<file path="src/rtl/swap_mem_unit.sv">
// Atomic swap unit: reads a word/halfword from data memory, writes rs2 back
// under a bus lock, and returns the loaded value for rd writeback.
module swap_mem_unit #(
    parameter int unsigned CHECK_ALIGN = 1
) (
    input  logic        clk,
    input  logic        rst,
    input  logic        req_valid,
    output logic        req_ready,
    input  logic [31:0] req_instr,
    input  logic [31:0] req_addr,
    input  logic [31:0] req_wdata,
    output logic        mem_req,
    output logic        mem_we,
    output logic [31:0] mem_addr,
    output logic [31:0] mem_wdata,
    output logic [3:0]  mem_be,
    input  logic        mem_gnt,
    input  logic        mem_rvalid,
    input  logic [31:0] mem_rdata,
    output logic        mem_lock,
    output logic        rsp_valid,
    output logic        rsp_err,
    output logic [31:0] rsp_data,
    input  logic        rsp_ready
);
    typedef enum logic [2:0] {IDLE, LOAD, LOAD_WAIT, STORE, DONE} state_t;
    typedef enum logic [1:0] {OP_LH, OP_LW, OP_LHU} op_t;

    localparam logic [6:0] OPC_SWAP = 7'b1101011;

    state_t      state_q, state_d;
    op_t         op_q, op_d;
    logic        half_hi_q, half_hi_d;
    logic        mem_req_q, mem_req_d;
    logic        mem_we_q, mem_we_d;
    logic        mem_lock_q, mem_lock_d;
    logic [3:0]  mem_be_q, mem_be_d;
    logic [31:0] mem_addr_q, mem_addr_d;
    logic [31:0] mem_wdata_q, mem_wdata_d;
    logic        rsp_valid_q, rsp_valid_d;
    logic        rsp_err_q, rsp_err_d;
    logic [31:0] rsp_data_q, rsp_data_d;

    op_t         req_op;
    logic        req_legal;
    logic        req_misaligned;
    logic [15:0] rd_half;
    logic [31:0] rd_value;
    logic        unused_instr_bits;

    assign unused_instr_bits = ^{req_instr[31:15], req_instr[11:7]};

    always_comb begin
        req_op    = OP_LW;
        req_legal = 1'b0;
        if (req_instr[6:0] == OPC_SWAP) begin
            case (req_instr[14:12])
                3'b001:  begin req_op = OP_LH;  req_legal = 1'b1; end
                3'b010:  begin req_op = OP_LW;  req_legal = 1'b1; end
                3'b101:  begin req_op = OP_LHU; req_legal = 1'b1; end
                default: begin req_op = OP_LW;  req_legal = 1'b0; end
            endcase
        end
        if (CHECK_ALIGN != 0)
            req_misaligned = (req_op == OP_LW) ? (req_addr[1:0] != 2'b00) : req_addr[0];
        else
            req_misaligned = 1'b0;
    end

    always_comb begin
        rd_half = half_hi_q ? mem_rdata[31:16] : mem_rdata[15:0];
        case (op_q)
            OP_LW:   rd_value = mem_rdata;
            OP_LH:   rd_value = {{16{rd_half[15]}}, rd_half};
            default: rd_value = {16'h0000, rd_half};
        endcase
    end

    always_comb begin
        state_d     = state_q;
        op_d        = op_q;
        half_hi_d   = half_hi_q;
        mem_req_d   = mem_req_q;
        mem_we_d    = mem_we_q;
        mem_lock_d  = mem_lock_q;
        mem_be_d    = mem_be_q;
        mem_addr_d  = mem_addr_q;
        mem_wdata_d = mem_wdata_q;
        rsp_valid_d = rsp_valid_q;
        rsp_err_d   = rsp_err_q;
        rsp_data_d  = rsp_data_q;
        case (state_q)
            IDLE: begin
                if (req_valid) begin
                    if (!req_legal || req_misaligned) begin
                        state_d     = DONE;
                        rsp_valid_d = 1'b1;
                        rsp_err_d   = 1'b1;
                        rsp_data_d  = '0;
                    end else begin
                        state_d     = LOAD;
                        op_d        = req_op;
                        half_hi_d   = req_addr[1];
                        mem_req_d   = 1'b1;
                        mem_we_d    = 1'b0;
                        mem_lock_d  = 1'b1;
                        mem_addr_d  = {req_addr[31:2], 2'b00};
                        if (req_op == OP_LW) begin
                            mem_be_d    = 4'b1111;
                            mem_wdata_d = req_wdata;
                        end else begin
                            mem_be_d    = req_addr[1] ? 4'b1100 : 4'b0011;
                            mem_wdata_d = {req_wdata[15:0], req_wdata[15:0]};
                        end
                    end
                end
            end
            LOAD: begin
                if (mem_gnt) begin
                    state_d   = LOAD_WAIT;
                    mem_req_d = 1'b0;
                end
            end
            LOAD_WAIT: begin
                // Loaded value parks in rsp_data; rsp_valid stays low until DONE.
                if (mem_rvalid) begin
                    state_d    = STORE;
                    mem_req_d  = 1'b1;
                    mem_we_d   = 1'b1;
                    rsp_data_d = rd_value;
                end
            end
            STORE: begin
                if (mem_gnt) begin
                    state_d     = DONE;
                    mem_req_d   = 1'b0;
                    mem_we_d    = 1'b0;
                    mem_lock_d  = 1'b0;
                    rsp_valid_d = 1'b1;
                    rsp_err_d   = 1'b0;
                end
            end
            DONE: begin
                if (rsp_ready) begin
                    state_d     = IDLE;
                    rsp_valid_d = 1'b0;
                    rsp_err_d   = 1'b0;
                end
            end
            default: state_d = IDLE;
        endcase
    end

    always_ff @(posedge clk) begin
        if (rst) begin
            state_q     <= IDLE;
            op_q        <= OP_LW;
            half_hi_q   <= 1'b0;
            mem_req_q   <= 1'b0;
            mem_we_q    <= 1'b0;
            mem_lock_q  <= 1'b0;
            mem_be_q    <= '0;
            mem_addr_q  <= '0;
            mem_wdata_q <= '0;
            rsp_valid_q <= 1'b0;
            rsp_err_q   <= 1'b0;
            rsp_data_q  <= '0;
        end else begin
            state_q     <= state_d;
            op_q        <= op_d;
            half_hi_q   <= half_hi_d;
            mem_req_q   <= mem_req_d;
            mem_we_q    <= mem_we_d;
            mem_lock_q  <= mem_lock_d;
            mem_be_q    <= mem_be_d;
            mem_addr_q  <= mem_addr_d;
            mem_wdata_q <= mem_wdata_d;
            rsp_valid_q <= rsp_valid_d;
            rsp_err_q   <= rsp_err_d;
            rsp_data_q  <= rsp_data_d;
        end
    end

    assign req_ready = (state_q == IDLE) && !rst;
    assign mem_req   = mem_req_q;
    assign mem_we    = mem_we_q;
    assign mem_lock  = mem_lock_q;
    assign mem_be    = mem_be_q;
    assign mem_addr  = mem_addr_q;
    assign mem_wdata = mem_wdata_q;
    assign rsp_valid = rsp_valid_q;
    assign rsp_err   = rsp_err_q;
    assign rsp_data  = rsp_data_q;
endmodule

</file>
<file path="config.mk">
export PLATFORM = sky130hd
export DESIGN_NAME = swap_mem_unit
export DESIGN_NICKNAME = d
export VERILOG_FILES = /design/src/rtl/swap_mem_unit.sv
export SDC_FILE = /design/constraint.sdc
export NUM_CORES = 1
export LEC_CHECK = 0
export ABC_AREA = 1
export ABC_CLOCK_PERIOD_IN_PS = 2000
export BUFFER_PORTS_ARGS = -buffer_cell sky130_fd_sc_hd__buf_2
export CAP_MARGIN = 20
export CORE_MARGIN = 3
export CORE_UTILIZATION = 46
export CTS_BUF_LIST = sky130_fd_sc_hd__clkbuf_4 sky130_fd_sc_hd__clkbuf_8 sky130_fd_sc_hd__clkbuf_16
export DETAILED_ROUTE_END_ITERATION = 10
export HOLD_SLACK_MARGIN = 0.05
export PLACE_DENSITY = 0.85
export SLEW_MARGIN = 20
export SYNTH_ARGS = -nofsm -noshare
export SYNTH_HDL_FRONTEND = slang
export SYNTH_SLANG_ARGS = --single-unit
</file>
<file path="constraint.sdc">
create_clock -name clk -period 2 [get_ports clk]
set_input_delay 0.1 -clock clk [delete_from_list [all_inputs] [get_ports clk]]
set_output_delay 0.1 -clock clk [all_outputs]
set_load 0.05 [all_outputs]
</file>
=== Yosys cells after proc, flatten, opt, wreduce, memory -nomap -nowiden ===
Cells that the tools add are included.

* Input bits: 134
* Word-level logic and storage cells: 88
* Register bits: 109
* Output and inout port bits: 106

* Bitwise logic cells: 1
* Reduce and logical (&&, ||, !) cells: 21
* Equality and inequality tests: 18
* Mux-type cells: 36

{| class="wikitable"
|+ Operators with widths
! kind !! number
|-
| $mux W32 || 4
|-
| $pmux W32 S2 || 2
|-
| $reduce_and A5 Y1 || 4
|-
| $mux W3 || 6
|-
| $mux W16 || 1
|-
| $pmux W3 S5 || 1
|-
| $ne A2 B2 Y1 const B || 7
|-
| $mux W1 || 13
|-
| $pmux W1 S3 || 4
|-
| $eq A3 B2 Y1 const B || 3
|-
| $reduce_bool A3 Y1 || 3
|-
| $mux W4 || 2
|-
| $reduce_and A4 Y1 || 2
|-
| $eq A7 B7 Y1 const B || 1
|-
| $eq A3 B1 Y1 const B || 2
|-
| $eq A3 B3 Y1 const B || 2
|-
| $reduce_bool A2 Y1 || 3
|-
| $eq A2 B1 Y1 const B || 2
|-
| $pmux W2 S2 || 1
|-
| $logic_not A3 Y1 || 1
|-
| $reduce_and A3 Y1 || 1
|-
| $reduce_or A3 Y1 || 1
|-
| $logic_not A1 Y1 || 2
|-
| $logic_not A2 Y1 || 1
|-
| 7 further kinds || 7
|}

=== Depth between registers and ports, before layout ===
Gate-level depths: netlist (run 1).

* Word-level depth: 9
* Gate-level depth with buffers: 13
* Gate-level depth less buffers: 12

=== Worst setup path after synthesis (run 1) ===
OpenSTA, ideal clock, no wires.

* Kind: register to register
* Start: register state_q[0]
* End: register mem_lock_q, in the netlist mem_lock
* Period minus slack after synthesis: 1655 ps
* Buffers on the path: 0
* Setup slack: 345 ps
* Arrival: 1593 ps
* Stages on the path, launching flop included: 8
* Cells stage by stage: dfxtp_1 -> inv_2 -> nand2_1 -> nor2_4 -> inv_1 -> nor2_1 -> nand3_1 -> nand2_1

* Longest elaborated chain between the ends: 3

{| class="wikitable"
|+ RTL lines
! what !! line !! text
|-
| from (decl) || 32 || <nowiki>state_t state_q, state_d;</nowiki>
|-
| from (signal assigned) || 170 || <nowiki>state_q <= state_d;</nowiki>
|-
| $eq A3 B2 Y1 or $logic_not A3 Y1 (tied branches) || 93 || <nowiki>case (state_q)</nowiki>
|-
| $ne A2 B2 Y1 (no line) or $reduce_bool A2 Y1 (tied branches) || -- ||
|-
| $reduce_and A4 Y1 (no line) || -- ||
|-
| to (signal assigned) || 175 || <nowiki>mem_lock_q <= mem_lock_d;</nowiki>
|-
| to (decl) || 37 || <nowiki>logic mem_lock_q, mem_lock_d;</nowiki>
|}

Parallel ways exist; a longest one is shown, timed or not.
A chain may end at the register's enable or synchronous reset.

=== Final worst setup path (run 1) ===
* Start: input port req_instr[14]
* End: register mem_addr_q[31], in the netlist mem_addr[31]

* Longest elaborated chain between the ends: 8

{| class="wikitable"
|+ RTL lines
! what !! line !! text
|-
| from (decl) || 10 || <nowiki>input logic [31:0] req_instr,</nowiki>
|-
| $eq A3 B3 Y1, or another cell as far along || 58 || <nowiki>case (req_instr[14:12])</nowiki>
|-
| $pmux W2 S2 or $reduce_or A3 Y1 (tied branches) || -- ||
|-
| $mux W2 or $mux W1 (tied branches) || 57, 58 ||
|-
| $eq A2 B1 Y1 or $mux W1 (tied branches) || 66, 57 ||
|-
| $mux W1 or $logic_not A1 Y1 (tied branches) || 66, 96 ||
|-
| $logic_or A1 B1 Y1 * || 96 || <nowiki>if (!req_legal || req_misaligned) begin</nowiki>
|-
| $not A1 Y1 (no line) * || -- ||
|-
| $reduce_and A3 Y1 (no line) * || -- ||
|-
| to (signal assigned) || 177 || <nowiki>mem_addr_q <= mem_addr_d;</nowiki>
|-
| to (decl) || 39 || <nowiki>logic [31:0] mem_addr_q, mem_addr_d;</nowiki>
|}

Every way passes the cells marked *; elsewhere a longest branch is shown, timed or not.

==> summary.md, run 1 <==
| Metric | Value |
|---|---|
| Post-Synthesis Cells | 619 |
| CP Buf/Inv Count | 4 |
| Unique masters post-synth | 33 |
| Startpoint types | input port |
| Vias post-DR | 5,192 |
| Clock Latency Late Sink | 0.36 ns |
| Worst min-delay path class | input port to flip-flop |
| Final min period | 1.75 ns |
| P&R area growth vs syn | 42.7% |
| Fin cells | 1,021 |
| LEAKAGE | 3.14 nW |
| Vias in the first global route | 4,822 |
| Max Cap Viol | 0 |
| Arrival @ worst endpoint | 2.00 ns |
| HPWL after DPL | 9480 um |
| Critical path fanouts, max | 67 |
| Largest net degree at the start of global routing | 68 |
| Cts bufs inserted | 9 |
| Kind of cell adding the most delay to the critical path | buffers and inverters |
| Count leader, synth | dfxtp_1 |
| # setup viols final | 0 |
| Final Max Slew Viols | 0 |
| Reg clk slew, reported paths | 0.11 ns |
| Postcts setup bufs | 0 |
| Sum Neg Setup Slack | 0 ns |
| EDFF count, synth | 0 |
| Detail Route Antenna Nets | 0 |
| Synth async-reset ratio | 0 |
| CP peak stage delay | 0.53 ns |
| Required time worst endpoint | 2.25 ns |
| Post-Syn Area | 0.00470 sq mm |
| Grt ovf | 0 |
| Initial antenna violation count | 0 |
| Starting Density | 0.477 |
| Clock Skews | 0.0121 ns |
| Yosys warnings | 0 |
| Antenna cell count | 0 |
| Placer congestion estimate | 0.861 |
| Worst path cell trace | dlygate4sd3_1 > buf_2 > nand3b_1 > nand2_1 > inv_2 > nor2_4 > nand4_2 > buf_4 > o21ai_0 > nor2_1 |
| Sink Count | 107 |
| Largest cells by area after synthesis | dfxtp_1, nor2_1, o21ai_0 |
| Die area | 0.0115 sq mm |
| Final net count | 1,017 |
| DR pass1 iterations | 5 |
| Pre-CTS setup slack | 0.311 ns |
| Register bit total from synthesis | 107 |
| Post-synth top area share | 0.455 |
| First-pass GRT wire length | 23,700 um |
| Final Cycle Share | 0.874 |
| Register Area | 0.00214 sq mm |
| Status | completed |
| Top-Level Pins | 240 |
| CTS tree | done |
| RSZ-0062 raised after global routing | false |
| Clk buf depth | 2 |
| Worst slew margin | 0.361 |
| Num rows | 36 |
| Share of cells above drive strength 1 | 0.331 |
| Drt drc | 0 |
| Port-buffer cells | 215 |
| Die Width | 107 um |
| WL final | 15,400 um |
| VDD IR-drop max | 0.474 mV |
| Fill count | 780 |
| Die Y | 107 um |
| Final Hold Fails | 0 |
| DR iter-0 viols | 452 |
| Clk root buf | clkbuf_8 |
| DP Cell Count | 938 |
| WL/cell | 15.1 um |
| Mean number of vias per cell | 5.09 |
| Synth area leader | dfxtp_1 |
| Core Area | 0.00986 sq mm |
| Mean Syn Cell Area | 7.60 sq um |
| Pwr Density | 632 mW/mm^2 |
| Top_reg_cell synth | dfxtp_1 |
| Total Power | 4.24 mW |
| Measured slew at the worst slew-check pin | 0.955 ns |
| Synth top cells by count | dfxtp_1, nor2_1, nand2_1 |
| GRT Overall Usage | 0.257 |
| Crit. End Element | flip-flop |
| Peak Freq | 572 MHz |
| Sequential share of the synthesized area | 0.455 |
| Fin worst setup slack | 0.252 ns |
| H-tree Lvls | 3 |
| Area of the multi-input gates | 0.00213 sq mm |
| Critical path class | input port to flip-flop |
| CP max stage cell | dlygate4sd3_1 |
-- metrics by stage --
step	hold WS, ns	cell area (sq um)	utilization
after floorplan	0.190	4710	-
after global placement	0.333	5800	0.588
after detailed placement	0.343	5800	0.588
after CTS	0.0653	6710	0.681
after global routing	0.0736	6710	0.681
final	0.0989	6710	0.681
-- power by group --
group          total, mW  switching, mW  internal [mW]
Combinational      0.557          0.313          0.244
Clock               1.53          0.789          0.741
Sequential          2.16         0.0117           2.14
-- flip-flops by register name (all words and copies together) (netlist names) --
register and cells:
half_hi_q 1, mem_addr 30, mem_be 2, mem_lock 1, mem_req 1, mem_wdata 32, mem_we 1, op_q 2
rsp_data 32, rsp_err 1, rsp_valid 1, state_q 3
-- worst reg2reg max path, delay by kind of cell, from the launching register on --
family	cells	cell delay [ns]
simple gates	7	0.77
buf+inv	1	0.28
compound gates	1	0.06
flops	1	0.51
-- per-layer routing --
metal | wire, um | track usage | part of all wire
met1 | 6100 | 0.307 | 0.40
met4 | 549 | 0.118 | 0.036
met3 | 1030 | 0.0512 | 0.067
met2 | 7750 | 0.442 | 0.50
met5 | 0 | 0 | 0
-- cells by family (layout without fill, tap and decap cells) --
kind of cell,count (synthesis),count (layout),synth area share
AND/OR/NAND/NOR,242,242,0.227
AO/OA/AOI/OAI,187,187,0.224
buffers and inverters,82,350,0.0920
flip-flops,107,107,0.455
other,1,2,0.000797
-- what timing repair did --
item,4_1_cts,5_1_grt
resized for setup,0,0
hold buffers,67,0
endpoints found under the hold margin,70,0
-- cells in the final DEF (no fill, tap or decap), types with 9 or more instances in the layout --
cell	n
a21oi_1	61
inv_1	31
dfxtp_1	107
o21ai_1	14
nand2_1	98
clkbuf_8	9
o21ai_0	77
buf_2	215
buf_4	11
a21oi_2	25
dlygate4sd3_1	67
nand3_1	21
nor2_1	103
-- area by class of cell --
cell class                      count  area share
Clock buffer                        9      0.0184
Clock inverter                      7      0.0173
Inverter                           38      0.0212
Multi-Input combinational cell    431       0.318
Sequential cell                   107       0.319
Tap cell                          133      0.0248
Timing Repair Buffer              296       0.281
-- final timing paths --
check                     start            to  slack [ns]  cells after the start
hold reg to reg          mem_we        mem_we        0.46                      2
setup reg to reg     state_q[2]       mem_req        0.27                      9
hold / removal     mem_rdata[6]   rsp_data[6]         0.1                      3
setup / recovery  req_instr[14]  mem_addr[31]        0.25                     10
No activity file was read; power rests on OpenSTA's default activity.
==> run 2, diff against run 1 <==
- CELL_PAD_IN_SITES_DETAIL_PLACEMENT: unset -> 0
- CELL_PAD_IN_SITES_GLOBAL_PLACEMENT: unset -> 1
- CORE_UTILIZATION: 46 -> 31
- PLACE_DENSITY: 0.85 -> 0.84
==> summary.md, run 2 (same netlist as run 1, synthesis figures left out) <==
| Metric | Value |
|---|---|
| HPWL after DPL | 10,200 um (+7.5%) |
| Die Width | 129 um (+21%) |
| CP peak stage delay | 0.82 ns (+0.29 ns) |
| Arrival @ worst endpoint | 1.94 ns (-0.06 ns) |
| Initial antenna violation count | 0 (unchanged) |
| Startpoint types | flip-flop |
| Kind of cell adding the most delay to the critical path | compound AO/OA/AOI/OAI gates |
| Detail Route Antenna Nets | 0 (unchanged) |
| Top-Level Pins | 240 (unchanged) |
| Clk buf depth | 2 (unchanged) |
| WHS | 0.0795 ns (-0.0194 ns) |
| Vias in the first global route | 4,629 (-4.0%) |
| GR Layer Usage met3 | 0.0305 (-0.0207) |
| Clk root buf | clkbuf_16 |
| Final min period | 1.73 ns (-0.0192 ns) |
| P&R area growth vs syn | 44.0% |
| Grt ovf | 0 (unchanged) |
| Die Y | 129 um (+21%) |
| Port-buffer cells | 215 (unchanged) |
| Top Usage Layer GRT | met2 |
| Area of the multi-input gates | 0.00213 sq mm (unchanged) |
| Fill count | 1,504 (+93%) |
| Drt drc | 0 (unchanged) |
| Clock Skews | 0.00616 ns (-0.00597 ns) |
| Num rows | 44 (+22%) |
| Register Area | 0.00214 sq mm (unchanged) |
| First-pass GRT wire length | 23,500 um (-0.87%) |
| H-tree Lvls | 3 (unchanged) |
| Postcts setup bufs | 0 (unchanged) |
| Crit. End Element | flip-flop |
| R2r startpoint | half_hi_q |
| Pwr Density | 680 mW/mm^2 (+7.6%) |
| Vias post-DR | 4,894 (-5.7%) |
| Worst min-delay path class | input port to flip-flop |
| Final Cycle Share | 0.865 (-0.00958) |
| VDD IR-drop max | 0.361 mV (-24%) |
| Starting Density | 0.320 (-0.157) |
| Final Max Slew Viols | 0 (unchanged) |
| Required time worst endpoint | 2.21 ns (-0.04 ns) |
| Sink Count | 107 (unchanged) |
| Mean number of vias per cell | 4.61 (-9.4%) |
| M2 GR Usage | 0.302 (-0.141) |
| Critical path class | flip-flop to flip-flop |
| DR pass1 iterations | 4 (-1) |
| Critical Path End | rsp_data[31] |
| Die area | 0.0167 sq mm (+45%) |
| R2R setup slack | 0.27 ns (about the same) |
| Final net count | 1,008 (-0.88%) |
| WL/cell | 14.1 um (-6.5%) |
| Reg-to-Reg End | rsp_data[31] |
| Met1 Usage GRT | 0.216 (-0.0911) |
| Status | completed |
| Crit. path cell count | 4 (-6) |
| Worst path cell trace | o211ai_1 > o21ai_0 > nand2_1 > a21oi_2 |
| Placer congestion estimate | 0.849 (-1.3%) |
| Worst slew margin | 0.319 (-0.0417) |
| Peak Freq | 578 MHz (+1.1%) |
| Most frequent cells in the layout | buf_2, dfxtp_1, nor2_1, nand2_1, o21ai_0 |
| Share of cells above drive strength 1 | 0.328 (-0.00306) |
| CTS tree | done |
| Core Area | 0.0147 sq mm (+49%) |
| CP Buf/Inv Count | 0 (-4) |
| Number of cells on the worst reg-to-reg path | 4 (-5) |
| Commonest non-fill, non-tap cell in the layout | buf_2 |
| Reg clk slew, reported paths | 0.06 ns (-0.05 ns) |
| Antenna cell count | 0 (unchanged) |
| Sum Neg Setup Slack | 0 ns (unchanged) |
| Clock Latency Late Sink | 0.36 ns (about the same) |
| CP max stage cell | o211ai_1 |
| Measured slew at the worst slew-check pin | 1.02 ns (+0.0622 ns) |
| # setup viols final | 0 (unchanged) |
| LEAKAGE | 3.13 nW (-0.19%) |
| Largest net degree at the start of global routing | 68 (unchanged) |
| Critical path fanouts, max | 16 (-76%) |
| GRT Overall Usage | 0.176 (-0.0814) |
| Final Hold Fails | 0 (unchanged) |
| Critical path launch point | half_hi_q |
| WL final | 15,000 um (-2.8%) |
| RSZ-0062 raised after global routing | false |
| Max Cap Viol | 0 (unchanged) |
| DR iter-0 viols | 324 (-28%) |
| Cts bufs inserted | 9 (unchanged) |
-- run 2: cell types whose count changed in the layout (fill, tap and decap cells not counted), sizes merged --
cell	change
buf	-5
dlygate4sd3	-4
clkinv	+1
inv	-2
-- run 2: through the flow --
| stage | std cells | worst slack, ns | cell area [sq um] | util | power, mW |
|---|---|---|---|---|---|
| after global routing | 1062 | 0.0387 | 6770 | 0.461 | 4.80 |
| final | 1062 | 0.271 | 6770 | 0.461 | 4.60 |
| after detailed placement | 984 | 0.282 | 5830 | 0.397 | 2.65 |
| after CTS | 1062 | 0.269 | 6770 | 0.461 | 4.66 |
| after global placement | 984 | 0.266 | 5830 | 0.397 | 2.65 |
| after floorplan | 620 | 0.345 | 4710 | - | 2.50 |
-- run 2: what timing repair did --
item | CTS | global route
hold buffers | 63 | 0
hold endpoints to repair | 63 | 0
gates resized for setup | 0 | 1
endpoints found under the setup margin | 0 | 1
-- run 2: worst min-delay path by stage --
stage,from,to,slack [ns],cells after the start
after detailed placement,req_addr[9],mem_addr[9],0.34,3
final,req_instr[14],op_q[1],0.08,3
after floorplan,req_addr[1],mem_be[1],0.19,1
after global placement,req_addr[8],mem_addr[8],0.34,3
after CTS,mem_gnt,state_q[0],0.06,4
after global routing,rsp_ready,state_q[2],0.10,3
-- run 2: worst register-to-register path: stages, from the launching register on --
cell and delay, ns:
dfxtp_1 0.33, o211ai_1 0.82, o21ai_0 0.24, nand2_1 0.14, a21oi_2 0.06
-- run 2: area by class of cell --
type                       count  area share
tap                          184      0.0340
timing repair buffer         287       0.267
sequential                   107       0.316
inverter                      38      0.0212
clock buffer                   9      0.0332
multi-input combinational    431       0.315
clock inverter                 6      0.0129
-- run 2: layer usage --
layer,vias up,part of all wire
li1,2524,-
met1,2200,0.41
met2,142,0.52
met3,28,0.043
met4,0,0.029
met5,-,0
-- run 2: power by group --
part | switching [mW] | internal (mW)
sequential | 0.0120 | 2.14
clock | 0.812 | 1.10
combinational | 0.306 | 0.234
total | 1.13 | 3.47
==> run 3, diff against run 2 <==
- CORE_MARGIN: 3 -> 10
- PLACE_DENSITY: 0.84 -> unset
- PLACE_DENSITY_LB_ADDON: unset -> 0.1
==> summary.md, run 3 (same netlist as run 1, synthesis figures left out) <==
| Metric | Value |
|---|---|
| Clk buf depth | 2 (unchanged) |
| DP Cell Count | 985 (+0.10%) |
| Crit. End Element | flip-flop |
| Pwr Density | 692 mW/mm^2 (+1.8%) |
| WL final | 16,700 um (+11%) |
| Num rows | 44 (unchanged) |
| Final Cycle Share | 0.850 (-0.0142) |
| Sink Count | 107 (unchanged) |
| Measured slew at the worst slew-check pin | 0.961 ns (-0.0559 ns) |
| LEAKAGE | 3.14 nW (+0.16%) |
| Fin cells | 1,064 (+0.19%) |
| Vias post-DR | 5,006 (+2.3%) |
| Initial antenna violation count | 0 (unchanged) |
| First-pass GRT wire length | 25,800 um (+9.8%) |
| CP peak stage delay | 0.40 ns (-0.42 ns) |
| Min-delay src | rsp_ready |
| Final Max Slew Viols | 0 (unchanged) |
| Die Width | 143 um (+11%) |
| Critical path class | flip-flop to flip-flop |
| Most frequent cells in the layout | buf_2, dfxtp_1, nor2_1, nand2_1, o21ai_0 |
| Port-buffer cells | 215 (unchanged) |
| WHS Endpoint | state_q[2] |
| Commonest non-fill, non-tap cell in the layout | buf_2 |
| Crit-path most repeated cell | nand2_1 |
| Die Y | 143 um (+11%) |
| Vias in the first global route | 5,003 (+8.1%) |
| RSZ-0062 raised after global routing | false |
| Antenna cell count | 0 (unchanged) |
| Grt ovf | 0 (unchanged) |
| DR pass1 iterations | 4 (unchanged) |
| VDD IR-drop max | 0.451 mV (+25%) |
| GRT Overall Usage | 0.156 (-0.0196) |
| Clk root buf | clkbuf_16 |
| Worst path cell trace | inv_2 > nand2_1 > nor2_4 > nand2_1 > nand2_1 > inv_2 > nand3_1 > nor2_1 > nand2_1 > nand2_1 > a21oi_1 |
| R2R setup slack | 0.30 ns (+0.03 ns) |
| Arrival @ worst endpoint | 1.94 ns (about the same) |
| Reg clk slew, reported paths | 0.07 ns (about the same) |
| Die area | 0.0205 sq mm (+23%) |
| Number of cells on the worst reg-to-reg path | 11 (+7) |
| R2r startpoint | state_q[0] |
| DR iter-0 viols | 274 (-15%) |
| Sum Neg Setup Slack | 0 ns (unchanged) |
| Postcts setup bufs | 0 (unchanged) |
| P&R area growth vs syn | 44.3% |
| Core Area | 0.0147 sq mm (unchanged) |
| Peak Freq | 588 MHz (+1.7%) |
| Top-Level Pins | 240 (unchanged) |
| Mean number of vias per cell | 4.70 (+2.1%) |
| H-tree Lvls | 3 (unchanged) |
| CTS tree | done |
| Total Power | 4.70 mW (+2.1%) |
| Clock Latency Late Sink | 0.35 ns (about the same) |
| Placer congestion estimate | 0.796 (-6.3%) |
| Largest net degree at the start of global routing | 68 (unchanged) |
| Worst min-delay path class | input port to flip-flop |
| Startpoint types | flip-flop |
| Critical path fanouts, max | 17 (+1) |
| Final min period | 1.70 ns (-0.0283 ns) |
| HPWL after DPL | 12,000 um (+18%) |
| Detail Route Antenna Nets | 0 (unchanged) |
| Final net count | 1,009 (+0.099%) |
| Status | completed |
| Final Hold Fails | 0 (unchanged) |
| Worst slew margin | 0.356 (+0.0374) |
| Cts bufs inserted | 9 (unchanged) |
| # setup viols final | 0 (unchanged) |
| Reg-to-Reg End | mem_req |
| Drt drc | 0 (unchanged) |
| WHS Path Cells | 3 (unchanged) |
| Starting Density | 0.320 (unchanged) |
| Required time worst endpoint | 2.24 ns (+0.03 ns) |
| Share of cells above drive strength 1 | 0.330 (+0.00153) |
| CP max stage cell | dfxtp_1 |
| Max Cap Viol | 0 (unchanged) |
| WL/cell | 15.7 um (+11%) |
| Clock Skews | 0.00977 ns (+0.00361 ns) |
run 3: cell count changes in the layout (fill, tap and decap cells not counted), sizes merged:
cell      previous run  this run
buf                224       225
clkbuf               9        10
clkinv               4         3
clkinvlp             0         1
run 3: stage by stage:
step | setup WS (ns) | instance area (sq um) | hold slack (ns) | util
floorplan | 0.345 | 4710 | 0.190 | -
global placement | 0.328 | 5820 | 0.338 | 0.396
detailed placement | 0.314 | 5820 | 0.349 | 0.396
CTS | 0.299 | 6790 | 0.0597 | 0.462
global route | 0.115 | 6790 | 0.0744 | 0.462
finish | 0.299 | 6790 | 0.0766 | 0.462
run 3: how the worst max path moves through the flow:
stage | from | end | slack (ns)
detailed placement | state_q[0] | mem_req | 0.31
global placement | state_q[0] | mem_req | 0.33
floorplan | state_q[0] | mem_lock | 0.34
finish | state_q[0] | mem_req | 0.30
CTS | state_q[0] | mem_req | 0.30
global route | state_q[0] | mem_req | 0.12
run 3: repair_timing:
action                                 CTS  global route
hold buffers                            63             0
gates resized for setup                  0             0
endpoints found under the hold margin   63             0
run 3: final cells by class:
cell class                 instances  area [sq um]
timing repair buffer             288          1810
clock buffer                      10           239
inverter                          38           143
fill                            1505          7910
tap                              184           230
sequential                       107          2140
clock inverter                     6          96.3
multi-input combinational        431          2130
run 3: where the power goes:
part | total [mW] | switching [mW] | internal, mW | leakage, nW
Clock | 2.00 | 0.851 | 1.15 | 0.161
Combinational | 0.545 | 0.310 | 0.235 | 2.11
Sequential | 2.15 | 0.0116 | 2.14 | 0.863
run 3: layer usage:
layer  vias to the layer above  global-route usage  part of all wire
met1                      2287               0.191              0.44
met3                        31              0.0547             0.077
met4                         0              0.0684             0.026
li1                       2529                   -                 -
met5                         -                   0                 0
met2                       159               0.242              0.46
run 3: worst max-delay path: cells and delay by family, from the launching register on:
kind,cells,cell delay (ns)
AO/OA/AOI/OAI,1,0.05
buffers and inverters,2,0.35
flip-flops,1,0.40
AND/OR/NAND/NOR,8,0.80
